<file path="config.mk">
export PLATFORM = sky130hd
export DESIGN_NAME = alu_writeback
export DESIGN_NICKNAME = d
export VERILOG_FILES = /design/src/rtl/alu_writeback.sv
export SDC_FILE = /design/constraint.sdc
export NUM_CORES = 1
export LEC_CHECK = 0
export ABC_CLOCK_PERIOD_IN_PS = 3940
export CORE_MARGIN = 2
export CORE_UTILIZATION = 40
export DETAILED_ROUTE_END_ITERATION = 8
export HOLD_SLACK_MARGIN = 0.1
export MAX_ROUTING_LAYER = met4
export PLACE_DENSITY_LB_ADDON = 0.05
export SLEW_MARGIN = 20
export SYNTH_ARGS = -nofsm -noshare
export SYNTH_HDL_FRONTEND = slang
export SYNTH_SLANG_ARGS = --single-unit
</file>
<file path="constraint.sdc">
create_clock -name clk -period 3.94 [get_ports clk]
set_input_delay 0.788 -clock clk [delete_from_list [all_inputs] [get_ports clk]]
set_output_delay 0.788 -clock clk [all_outputs]
set_load 0.005 [all_outputs]
</file>
<file path="src/rtl/alu_writeback.sv">
// rtl/alu_writeback.sv - ALU commit stage: register file, PC, load/store sequencing, retire count
//
// Purpose: commits ALU results to the two architectural registers (reg_a/reg_b),
// resolves beq/bne, runs lw/sw over a req/ack memory port and counts retired
// instructions. Optional overflow trap enabled by defining ALU_WB_TRAP_EN.
//
// Ports:
//   clk, rst_n                   clock, async active-low reset
//   in_valid/in_ready            instruction beat handshake (in_ready comb)
//   instruction, result, flags   executed instruction, ALU result, ALU flags
//   reg_a, reg_b                 architectural registers 0 and 1
//   pc                           program counter (word addressed)
//   mem_req/mem_we/mem_addr/
//   mem_wdata/mem_ack/mem_rdata  memory request port, request held until ack
//   status_flags                 flags of last committed instruction
//   retire_cnt                   committed instruction count (wraps)
//   trap, trap_clr               overflow trap pending / clear
module alu_writeback #(
  parameter int          PC_W     = 16,
  parameter int unsigned RESET_PC = 0,
  parameter int          CNT_W    = 16
) (
  input  logic             clk,
  input  logic             rst_n,
  input  logic             in_valid,
  output logic             in_ready,
  input  logic [31:0]      instruction,
  input  logic [31:0]      result,
  input  logic [2:0]       flags,
  output logic [31:0]      reg_a,
  output logic [31:0]      reg_b,
  output logic [PC_W-1:0]  pc,
  output logic             mem_req,
  output logic             mem_we,
  output logic [31:0]      mem_addr,
  output logic [31:0]      mem_wdata,
  input  logic             mem_ack,
  input  logic [31:0]      mem_rdata,
  output logic [2:0]       status_flags,
  output logic [CNT_W-1:0] retire_cnt,
  output logic             trap,
  input  logic             trap_clr
);

`ifdef ALU_WB_TRAP_EN
  typedef enum logic [1:0] {S_IDLE, S_MEM_WAIT, S_TRAP} state_t;
`else
  typedef enum logic [1:0] {S_IDLE, S_MEM_WAIT} state_t;
`endif

  state_t            r_state;
  logic [31:0]       r_reg_a, r_reg_b;
  logic [PC_W-1:0]   r_pc;
  logic              r_mem_req, r_mem_we;
  logic [31:0]       r_mem_addr, r_mem_wdata;
  logic [2:0]        r_status_flags;
  logic [CNT_W-1:0]  r_retire_cnt;
  logic              r_trap;
  // Load destination and flags held across MEM_WAIT so the commit uses accept-time values
  logic              r_mem_dest_wr;
  logic [4:0]        r_mem_dest_idx;
  logic [2:0]        r_mem_flags;

  logic [5:0]        w_op, w_func;
  logic              w_is_lw, w_is_sw, w_is_br, w_br_taken, w_ovf_op, w_accept;
  logic              w_dest_wr;
  logic [4:0]        w_dest_idx;
  logic [31:0]       w_rt_val;
  logic [31:0]       w_br_sum;
  logic [PC_W-1:0]   w_pc_seq;

  assign w_op     = instruction[31:26];
  assign w_func   = instruction[5:0];
  assign w_is_lw  = (w_op == 6'b100011);
  assign w_is_sw  = (w_op == 6'b101011);
  assign w_is_br  = (w_op == 6'b000100) || (w_op == 6'b000101);
  assign w_ovf_op = ((w_op == 6'b000000) && ((w_func == 6'b100000) || (w_func == 6'b100010)))
                  || (w_op == 6'b001000);
  // flags[0] set means "zero/not-taken" for the branch compare
  assign w_br_taken = w_is_br && !flags[0];
  assign w_accept   = in_valid && (r_state == S_IDLE);
  assign w_pc_seq   = r_pc + PC_W'(1);
  // Full-width sum, then truncate: the taken target wraps modulo 2^PC_W
  assign w_br_sum   = 32'(r_pc) + 32'd1 + {{16{result[15]}}, result[15:0]};

  always_comb begin
    w_dest_wr  = 1'b0;
    w_dest_idx = instruction[20:16];
    case (w_op)
      6'b000000: begin
        w_dest_wr  = 1'b1;
        w_dest_idx = instruction[15:11];
      end
      6'b001000, 6'b001001, 6'b001100, 6'b001101,
      6'b001110, 6'b001010, 6'b001011, 6'b100011: w_dest_wr = 1'b1;
      default: w_dest_wr = 1'b0;
    endcase
  end

  always_comb begin
    case (instruction[20:16])
      5'd0:    w_rt_val = r_reg_a;
      5'd1:    w_rt_val = r_reg_b;
      default: w_rt_val = 32'h0;
    endcase
  end

  always_ff @(posedge clk or negedge rst_n) begin
    if (!rst_n) begin
      r_state        <= S_IDLE;
      r_reg_a        <= '0;
      r_reg_b        <= '0;
      r_pc           <= PC_W'(RESET_PC);
      r_mem_req      <= 1'b0;
      r_mem_we       <= 1'b0;
      r_mem_addr     <= '0;
      r_mem_wdata    <= '0;
      r_status_flags <= '0;
      r_retire_cnt   <= '0;
      r_trap         <= 1'b0;
      r_mem_dest_wr  <= 1'b0;
      r_mem_dest_idx <= '0;
      r_mem_flags    <= '0;
    end else begin
      case (r_state)
        S_IDLE: begin
          if (w_accept) begin
`ifdef ALU_WB_TRAP_EN
            if (w_ovf_op && flags[2]) begin
              r_status_flags <= flags;
              r_trap         <= 1'b1;
              r_state        <= S_TRAP;
            end else
`endif
            if (w_is_lw || w_is_sw) begin
              r_mem_req      <= 1'b1;
              r_mem_we       <= w_is_sw;
              r_mem_addr     <= result;
              r_mem_wdata    <= w_rt_val;
              r_mem_dest_wr  <= w_is_lw;
              r_mem_dest_idx <= w_dest_idx;
              r_mem_flags    <= flags;
              r_state        <= S_MEM_WAIT;
            end else begin
              if (w_dest_wr && (w_dest_idx == 5'd0)) r_reg_a <= result;
              if (w_dest_wr && (w_dest_idx == 5'd1)) r_reg_b <= result;
              r_status_flags <= flags;
              r_retire_cnt   <= r_retire_cnt + CNT_W'(1);
              r_pc           <= w_br_taken ? w_br_sum[PC_W-1:0] : w_pc_seq;
            end
          end
        end
        S_MEM_WAIT: begin
          if (mem_ack) begin
            if (r_mem_dest_wr && (r_mem_dest_idx == 5'd0)) r_reg_a <= mem_rdata;
            if (r_mem_dest_wr && (r_mem_dest_idx == 5'd1)) r_reg_b <= mem_rdata;
            r_pc           <= w_pc_seq;
            r_retire_cnt   <= r_retire_cnt + CNT_W'(1);
            r_status_flags <= r_mem_flags;
            r_mem_req      <= 1'b0;
            r_mem_we       <= 1'b0;
            r_state        <= S_IDLE;
          end
        end
`ifdef ALU_WB_TRAP_EN
        S_TRAP: begin
          if (trap_clr) begin
            r_trap  <= 1'b0;
            r_pc    <= w_pc_seq;
            r_state <= S_IDLE;
          end
        end
`endif
        default: r_state <= S_IDLE;
      endcase
    end
  end

  assign in_ready     = (r_state == S_IDLE);
  assign reg_a        = r_reg_a;
  assign reg_b        = r_reg_b;
  assign pc           = r_pc;
  assign mem_req      = r_mem_req;
  assign mem_we       = r_mem_we;
  assign mem_addr     = r_mem_addr;
  assign mem_wdata    = r_mem_wdata;
  assign status_flags = r_status_flags;
  assign retire_cnt   = r_retire_cnt;

`ifdef ALU_WB_TRAP_EN
  assign trap = r_trap;
  logic w_unused;
  assign w_unused = ^{instruction[25:21], instruction[10:6]};
`else
  assign trap = 1'b0;
  logic w_unused;
  assign w_unused = ^{instruction[25:21], instruction[10:6], trap_clr, r_trap, w_ovf_op};
`endif

endmodule

</file>
==> run metrics, run 1 <==
WS Path Type=primary input to register; total core area=21800 µm²; final antenna-violating net count=0; Final Hold Viols=0; worst path cell trace=clkdlybuf4s50_1, or3_4, or4_4, mux2i_1, nand4_1, a21oi_4, buf_12, mux2_2; worst-path fanout max=32; Synth area leader=dfrtp_1; Area after DPL=11800 µm²; remaining global-route overflow=0; Final Util=56.7%; Setup crit end=reg_a[18]; most frequent cells in the layout=clkdlybuf4s50_1 (250), dfrtp_1 (173), nand2_1 (89); H-tree levels=4; number of setup violations in the final report=0; worst min-delay path category=primary input to asynchronous set/reset pin; Fillers=between 1500 and 2000; Root Buffer=clkbuf_16; vias in the first global route=just under 7000; sequential area share after synthesis=between 40% and 50%; post-DP HPWL=about 17 mm; Peak VDD IR=between 0.0003 and 0.0004 V; Rows=54; DRC viols=0; Ys Warns=0; share of cells above drive strength 1=between 10% and 20%; clk_lat worst skew=between 0.4 and 0.5 ns; arrival time worst endpoint=~3.5 ns; Final Skew=0.0119 ns; Area Overhead vs Synth=38.7%; Synth Cell Area=around 9000 µm²; Critical Path Stages=8; Reg2Reg Depth=10; CP max stage cell=or4_4; Setup Buffers After CTS=0; gpl congestion=between 0.8 and 0.9; PD cells=roughly 460 nW/µm²; Final Max Slew Viols=0; first-pass GRT wire length=approximately 38 mm; Reg-to-Reg End=pc[12]; Die Width=around 150 µm; startpoint types=primary input; CP Buf/Inv Count=2; Setup WS post-layout=0.713 ns; commonest non-fill, non-tap cell in the layout=clkdlybuf4s50_1; Max Freq=around 0.31 GHz; Synth cell types=57; Synth Instances=about 760; vias after detailed routing=roughly 6700; syn avg cell area=11.8 µm²; Post-synth EDFFs=0; overall power=approximately 5.7 mW; top cells by area, synth=dfrtp_1 (49%), mux2_4 (10%), mux2_2 (8.8%); CP top delay family=simple AND/OR/NAND/NOR gates; Clock Path Buffers=2; DR vias/cell=between 5 and 6; full die area=about 24000 µm²; drt initial violations=between 200 and 250; Die H=~150 µm; reg-to-reg startpoint=pc[0]; IO buf count=252; crit end category=register; outcome=completed; clock-pin slew on the worst setup and hold paths=0.07 ns; largest net degree at the start of global routing=106; Setup crit start=instruction[30]; ys flop type=dfrtp_1; hold_buf cts=0; CTS tree=yes; Crit path largest cell delay=~0.52 ns; Yosys reg bits=174; drt wl/cell=18.4 µm; Mapped Nets=~880; Setup TNS=0 ns; Worst EP required=about 4.3 ns; CTS resizes=0; I/O pins=about 270; Initial Util=between 40% and 50%; ANT cells=0; CTS sink cnt=~170; fin area=12400 µm²; Slew @ Worst Pin=~0.73 ns; drt first pass iters=4; top cell type's share of synthesized area=between 40% and 50%; Max Cap Viol=0; fin nets=1122; final worst path period need=3.23 ns; gr usage total=21.2%; Rel. slew slack=51.4%; WL final=23.8 mm; P_leak=5.34 nW; cts bufs inserted=17; final period utilization=81.9%; setup repair after global routing missed its margin=false; dpl ws=0.258 ns; antenna violations before repair=0; Async S/R FF share, synth=between 90% and 100%; R2R setup slack=1.26 ns
## power by group
part / leakage, nW / total [mW] / internal, mW / switching, mW
Clock: 0.295 / 1.74 / 0.987 / 0.753
Combinational: 2.79 / 1.65 / 0.972 / 0.675
Sequential: 2.25 / 2.31 / 2.04 / 0.268
## per-stage QoR
stage,instances,hold WS (ns)
after floorplan,759,0.450
after CTS,1293,0.389
final,1293,0.360
after global routing,1293,0.416
after global placement,1261,0.459
after detailed placement,1261,0.462
## worst min-delay path by stage
stage                 startpoint                 to  slack, ns  depth (start not counted)
2_1_floorplan  r_mem_dest_idx[1]  r_mem_dest_idx[1]       0.45                          2
3_5_place_dp      retire_cnt[15]     retire_cnt[15]       0.46                          1
6_report                   rst_n      mem_wdata[17]       0.36                          1
4_1_cts                    rst_n      mem_wdata[17]       0.39                          1
3_3_place_gp       mem_wdata[28]      mem_wdata[28]       0.46                          2
5_1_grt                    rst_n       mem_addr[18]       0.42                          1
## routing by layer
metal  GRT usage (%)  wire length, µm  vias to the layer above
li1                -                -                     3240
met1            29.9            11700                     3295
met2            31.9            10900                      165
met3            3.91              989                        8
met5               -                0                        -
met4            4.63              174                        0
## cells in the mapped netlist (all sizes together), types with 2 or more instances
library cell,count
dfrtp,174
nand3,11
nand2,90
nor4,6
o41ai,2
nor2,23
nor3,7
xor2,9
o2111a,2
xnor2,17
or3,2
mux2,130
or4,4
mux2i,45
or2,2
o211ai,4
nand2b,5
ha,17
a22oi,2
nor2b,2
o21ai,33
o22a,2
clkbuf,31
a21oi,27
a211oi,2
o22ai,3
buf,13
o31ai,35
a31oi,4
o21a,2
inv,12
and3,6
nand4b,2
nand4,11
a21o,4
a21boi,2
nand3b,2
## registers in the layout, indices dropped and copies added, names as in the netlist
| name | flops |
|---|---|
| reg_b | 32 |
| mem_addr | 32 |
| r_mem_dest_idx | 5 |
| mem_req | 1 |
| r_mem_dest_wr | 1 |
| r_mem_flags | 3 |
| reg_a | 32 |
| status_flags | 3 |
| retire_cnt | 16 |
| pc | 16 |
| mem_wdata | 32 |
| mem_we | 1 |
## layout make-up
type	instances	area [µm²]	area share [%]
clock inverter	12	151	1.22
multi-input combinational	529	4330	35.0
tap	280	350	2.83
inverter	12	45.0	0.364
timing repair buffer	266	2670	21.6
sequential	174	4360	35.2
clock buffer	20	457	3.69
## cell families (layout without fill, tap and decap cells)
logic type / count (synthesis) / count (layout) / synth area share (%)
muxes: 175 / 175 / 24.0
adders and majority gates: 18 / 18 / 2.61
AOI/OAI and AO/OA: 134 / 134 / 9.88
DFF: 174 / 174 / 48.8
and+or+nand+nor: 175 / 175 / 9.12
other: 1 / 1 / 0.0420
xor gates and xnor gates: 26 / 26 / 2.55
buffers and inverters: 56 / 310 / 2.99
No activity file was read; power rests on OpenSTA's default activity.
==> run 2, diff against run 1 <==
--- a/config.mk
+++ b/config.mk
@@ -5,7 +5,7 @@
 export SDC_FILE = /design/constraint.sdc
 export NUM_CORES = 1
 export LEC_CHECK = 0
-export ABC_CLOCK_PERIOD_IN_PS = 3940
+export ABC_CLOCK_PERIOD_IN_PS = 2700
 export CORE_MARGIN = 2
 export CORE_UTILIZATION = 40
 export DETAILED_ROUTE_END_ITERATION = 8
==> constraint.sdc (replaced) <==
create_clock -name clk -period 2.7 [get_ports clk]
set_input_delay 0.54 -clock clk [delete_from_list [all_inputs] [get_ports clk]]
set_output_delay 0.54 -clock clk [all_outputs]
set_load 0.005 [all_outputs]
==> run 2 against run 1 <==
Power grew 52%. Utilization grew 3.4 points. Clock power up 49%. Critical path type unchanged. Critical endpoint is now reg_b[15].
==> run metrics, run 2 (synthesis gave the netlist of run 1 again) <==
outcome=completed; CTS tree=yes; Die H=around 150 µm; worst hold slack=approximately 0.48 ns; fin nets=around 1200; overall power=8.68 mW; Die Width=approximately 150 µm; clock-pin slew on the worst setup and hold paths=roughly 0.070 ns; Area Overhead vs Synth=47.0%; power share of the combinational group=about a third; Root Buffer=clkbuf_16; Max Cap Viol=0; Slew @ Worst Pin=between 0.6 and 0.7 ns; number of setup violations in the final report=0; DR vias/cell=roughly 5.1; commonest non-fill, non-tap cell in the layout=clkdlybuf4s50_1; remaining global-route overflow=0; H-tree levels=4; first-pass GRT wire length=approximately 40 mm; largest net degree at the start of global routing=64; Final Hold Viols=0; worst hold stages=2; gr usage total=between 20% and 30%; P_int=6.04 mW; met1 Resource Use GR=between 20% and 30%; IO buf count=around 250; WL final=between 20 and 30 mm; DRC viols=0; GRT met2 Usage=35.4%; Worst EP required=~3.0 ns; most frequent cells in the layout=clkdlybuf4s50_1 (247), dfrtp_1 (173), nand2_1 (89); Max Freq=0.384 GHz; R2R setup slack=between 0.3 and 0.4 ns; full die area=about 24000 µm²; clk_lat worst skew=~0.44 ns; clock network power share=a little under a third; I/O pins=271; setup repair after global routing missed its margin=false; post-DP HPWL=~18 mm; Area after DPL=about 12000 µm²; antenna violations before repair=1; M3 GR Usage=about 5.7%; drt first pass iters=4; cts bufs inserted=17; Clock Path Buffers=2; startpoint types=primary input; worst min-delay path category=register to register; total core area=approximately 22000 µm²; final antenna-violating net count=0; CTS sink cnt=approximately 170; Final Util=roughly three fifths; Rows=between 50 and 60; drt initial violations=~340; Final Max Slew Viols=0; Setup WS post-layout=between 0.09 and 0.1 ns; crit end category=register; vias after detailed routing=roughly 7000; arrival time worst endpoint=2.92 ns; final worst path period need=2.60 ns; Reg2Reg Depth=7; PD cells=approximately 660 nW/µm²; Setup TNS=0 ns; GRT busiest layer=met2; fin area=between 10000 and 15000 µm²; gpl congestion=0.811; vias in the first global route=7087; P_sw=2.64 mW; Initial Util=slightly above 40%; P_leak=5.75 nW; Placed Instances=~1300; worst-path fanout max=5; Net Sw Frac=between 30% and 40%; drt wl/cell=roughly 19 µm; share of cells above drive strength 1=between 20% and 30%; Rel. slew slack=56.2%; Final Skew=around 0.014 ns; final period utilization=a little over nine tenths; Reg power frac=38.6%; Fillers=approximately 1800; dpl ws=-0.532 ns; WS Path Type=primary input to register; Non-Filler Instances=roughly 1400; Peak VDD IR=~0.00034 V
run 2: path summary, 6_finish.rpt:
kind,from,endpoint
hold reg to reg,mem_wdata[20],mem_wdata[20]
setup reg to reg,pc[4],pc[15]
hold / removal,mem_wdata[20],mem_wdata[20]
setup / recovery,instruction[30],reg_b[15]
max in group asynchronous,rst_n,pc[15]
min in group asynchronous,rst_n,mem_addr[21]
run 2: per-layer routing:
layer | share of wire [%] | vias up
li1 | - | 3399
met1 | 45 | 3420
met5 | 0 | -
met2 | 47 | 199
met4 | 1.6 | 0
met3 | 6.2 | 22
run 2: area by class of cell:
class / count / area, µm² / area share (%)
sequential: 174 / 4360 / 33.2
multi-input combinational: 529 / 4360 / 33.2
timing repair buffer: 339 / 3380 / 25.8
clock buffer: 17 / 425 / 3.25
tap: 280 / 350 / 2.67
clock inverter: 15 / 191 / 1.46
inverter: 12 / 45.0 / 0.344
antenna: 1 / 2.50 / 0.0191
run 2: worst max-delay path, cell delays in order:
cell,delay [ns]
dlygate4sd2_1,0.24
or3_4,0.39
or4_4,0.49
mux2i_4,0.20
nand4_1,0.17
a21oi_4,0.20
buf_12,0.16
buf_12,0.11
buf_16,0.12
mux2_4,0.29
run 2: power by group through the flow:
stage	registers [mW]	clock network [mW]	logic, mW
2_1_floorplan	3.37	0	1.19
3_3_place_gp	3.39	0	2.70
3_5_place_dp	3.39	0	2.73
4_1_cts	3.35	2.66	2.75
5_1_grt	3.41	2.77	3.00
6_report	3.35	2.60	2.73
run 2: timing repair:
item | in CTS | in global routing
pin swaps | 4 | 1
hold buffers | 1 | 0
hold endpoints to repair | 36 | 0
buffers inserted | 3 | 0
endpoints found under the setup margin | 52 | 19
resized for setup | 9 | 1
cloned | 3 | 0
==> run 3, diff against run 2 <==
--- a/config.mk
+++ b/config.mk
@@ -6,6 +6,7 @@
 export NUM_CORES = 1
 export LEC_CHECK = 0
 export ABC_CLOCK_PERIOD_IN_PS = 2700
+export CAP_MARGIN = 15
 export CORE_MARGIN = 2
 export CORE_UTILIZATION = 40
 export DETAILED_ROUTE_END_ITERATION = 8
==> constraint.sdc (replaced) <==
create_clock -name clk -period 2.7 [get_ports clk]
set_input_delay 0.81 -clock clk [delete_from_list [all_inputs] [get_ports clk]]
set_output_delay 0.81 -clock clk [all_outputs]
set_load 0.005 [all_outputs]
==> run 3 against run 2 <==
The run now ends with negative setup slack left. Hold slack worse by 0.15 ns. Clock power down 3%. Global-route usage grew 0.85 points. First-iteration DRC count down 3.8%. Final area increased by 3.9%. Utilization increased by 2.3 points. Highest routed layer unchanged. Die area is the same. Register-to-register slack better by 0.02 ns. Routed wire length grew 2.9%. Critical path depth up 1. Sequential share of layout area is 1.2 points lower. Via count rose by 2.2%. Critical path type unchanged.
==> run metrics, run 3 (synthesis gave the netlist of run 1 again) <==
outcome=finished with violations; failing checks=negative setup slack; Max Cap Viol=0; flip-flop and latch area=4360 µm²; Final Skew=roughly 0.011 ns; vias in the first global route=roughly 7500; R2R setup slack=roughly 0.37 ns; overall power=around 8.8 mW; Max Freq=between 0.3 and 0.4 GHz; Initial Util=approximately 41%; H-tree levels=4; full die area=roughly 24000 µm²; fin nets=about 1200; drt initial violations=330; most frequent cells in the layout=clkdlybuf4s50_1 (240), dfrtp_1 (173), buf_4 (98); Fillers=roughly 1800; Die Width=153 µm; DRC viols=0; DR vias/cell=approximately 5.1; gr usage total=between 20% and 30%; dpl ws=-0.791 ns; hold_buf cts=0; IO buf count=about 250; WL final=between 20 and 30 mm; Rel. slew slack=a little under three fifths; Multi-input gate area=approximately 4500 µm²; crit end category=register; Slew @ Worst Pin=0.651 ns; Final Hold Viols=0; worst path cell trace=buf_6, or3_4, or4_4, buf_6, mux2_4, nand4_1, a21oi_4, buf_6, buf_12, buf_16, mux2_4; I/O pins=about 270; drt first pass iters=4; share of cells above drive strength 1=28.2%; Final Max Slew Viols=0; drt wl/cell=18.7 µm; final period utilization=104%; Root Buffer=clkbuf_16; setup repair after global routing missed its margin=true; P_leak=between 6 and 7 nW; first-pass GRT wire length=roughly 42 mm; Peak VDD IR=between 0.0004 and 0.0005 V; worst min-delay path category=primary input to asynchronous set/reset pin; clock-pin slew on the worst setup and hold paths=roughly 0.08 ns; antenna violations before repair=1; CTS sink cnt=~170; final worst path period need=approximately 2.8 ns; commonest non-fill, non-tap cell in the layout=clkdlybuf4s50_1; Die H=~150 µm; WS Path Type=primary input to register; Worst EP required=slightly above 3 ns; final antenna-violating net count=0; gpl congestion=0.834; largest net degree at the start of global routing=between 50 and 60; startpoint types=primary input; Clock Path Buffers=2; Setup WS post-layout=-0.114 ns; clk_lat worst skew=0.43 ns; number of setup violations in the final report=57; vias after detailed routing=roughly 7200; PD cells=between 600 and 700 nW/µm²; Rows=54; arrival time worst endpoint=~3.1 ns; worst-path fanout max=7; Area Overhead vs Synth=52.7%; remaining global-route overflow=0; CTS tree=yes; CP max stage cell=or4_4; post-DP HPWL=18.5 mm; CP dominant cell by count=buf_6; cts bufs inserted=17; total core area=about 22000 µm²; Crit path largest cell delay=about 0.48 ns
[run 3: routing by layer]
metal / share of wire (%) / global-route usage [%] / vias up
li1: - / - / 3460
met1: 44 / 30.6 / 3503
met2: 48 / 37.5 / 213
met3: 6.2 / 5.02 / 16
met4: 1.2 / 5.25 / 0
met5: 0 / - / -
[run 3: what timing repair did]
action,CTS,global route
hold endpoints to repair,0,0
setup endpoints to repair,70,69
buffers inserted,14,5
pin swaps,8,13
gates resized for setup,49,15
gates cloned,7,0
[run 3: worst max-delay path: cells and delay by family]
family          cells  cell delay (ns)
mux                 2             0.57
buf+inv             5             0.65
compound gates      1             0.08
simple gates        3             1.01
[run 3: path summary, 6_finish.rpt]
path / depth (start not counted) / endpoint / from
worst max register to register: 7 / pc[15] / pc[1]
worst min-delay path: 1 / mem_addr[22] / rst_n
min in group clk: 2 / mem_wdata[11] / mem_wdata[11]
worst min register to register: 2 / mem_wdata[11] / mem_wdata[11]
max in group asynchronous: 2 / reg_b[10] / rst_n
worst max-delay path: 11 / reg_b[16] / instruction[27]
[run 3: final cells by class]
class	count	share of cell area, %
diodes	1	0.0184
clock buffers	17	3.12
clock inverters	14	1.27
inverters	12	0.331
multi-input cells	529	32.7
flip-flops and latches	174	32.0
well taps	280	2.57
repair buffers	378	28.0
[run 3: where the power goes]
| part | switching, mW | internal, mW |
|---|---|---|
| Sequential | 0.366 | 2.98 |
| Clock | 1.21 | 1.32 |
| Combinational | 1.14 | 1.75 |
[run 3: per-stage QoR]
stage               cells  cell area, µm²  utilization, %  hold WS, ns  TNS [ns]
floorplan             759            8940               -        0.450    -14.98
global placement     1351           12500            57.3        0.459    -52.17
detailed placement   1351           12500            57.3        0.463    -55.85
CTS                  1402           13500            62.0        0.338     -8.75
global route         1405           13600            62.4        0.357     -7.33
finish               1405           13600            62.4        0.330     -4.01
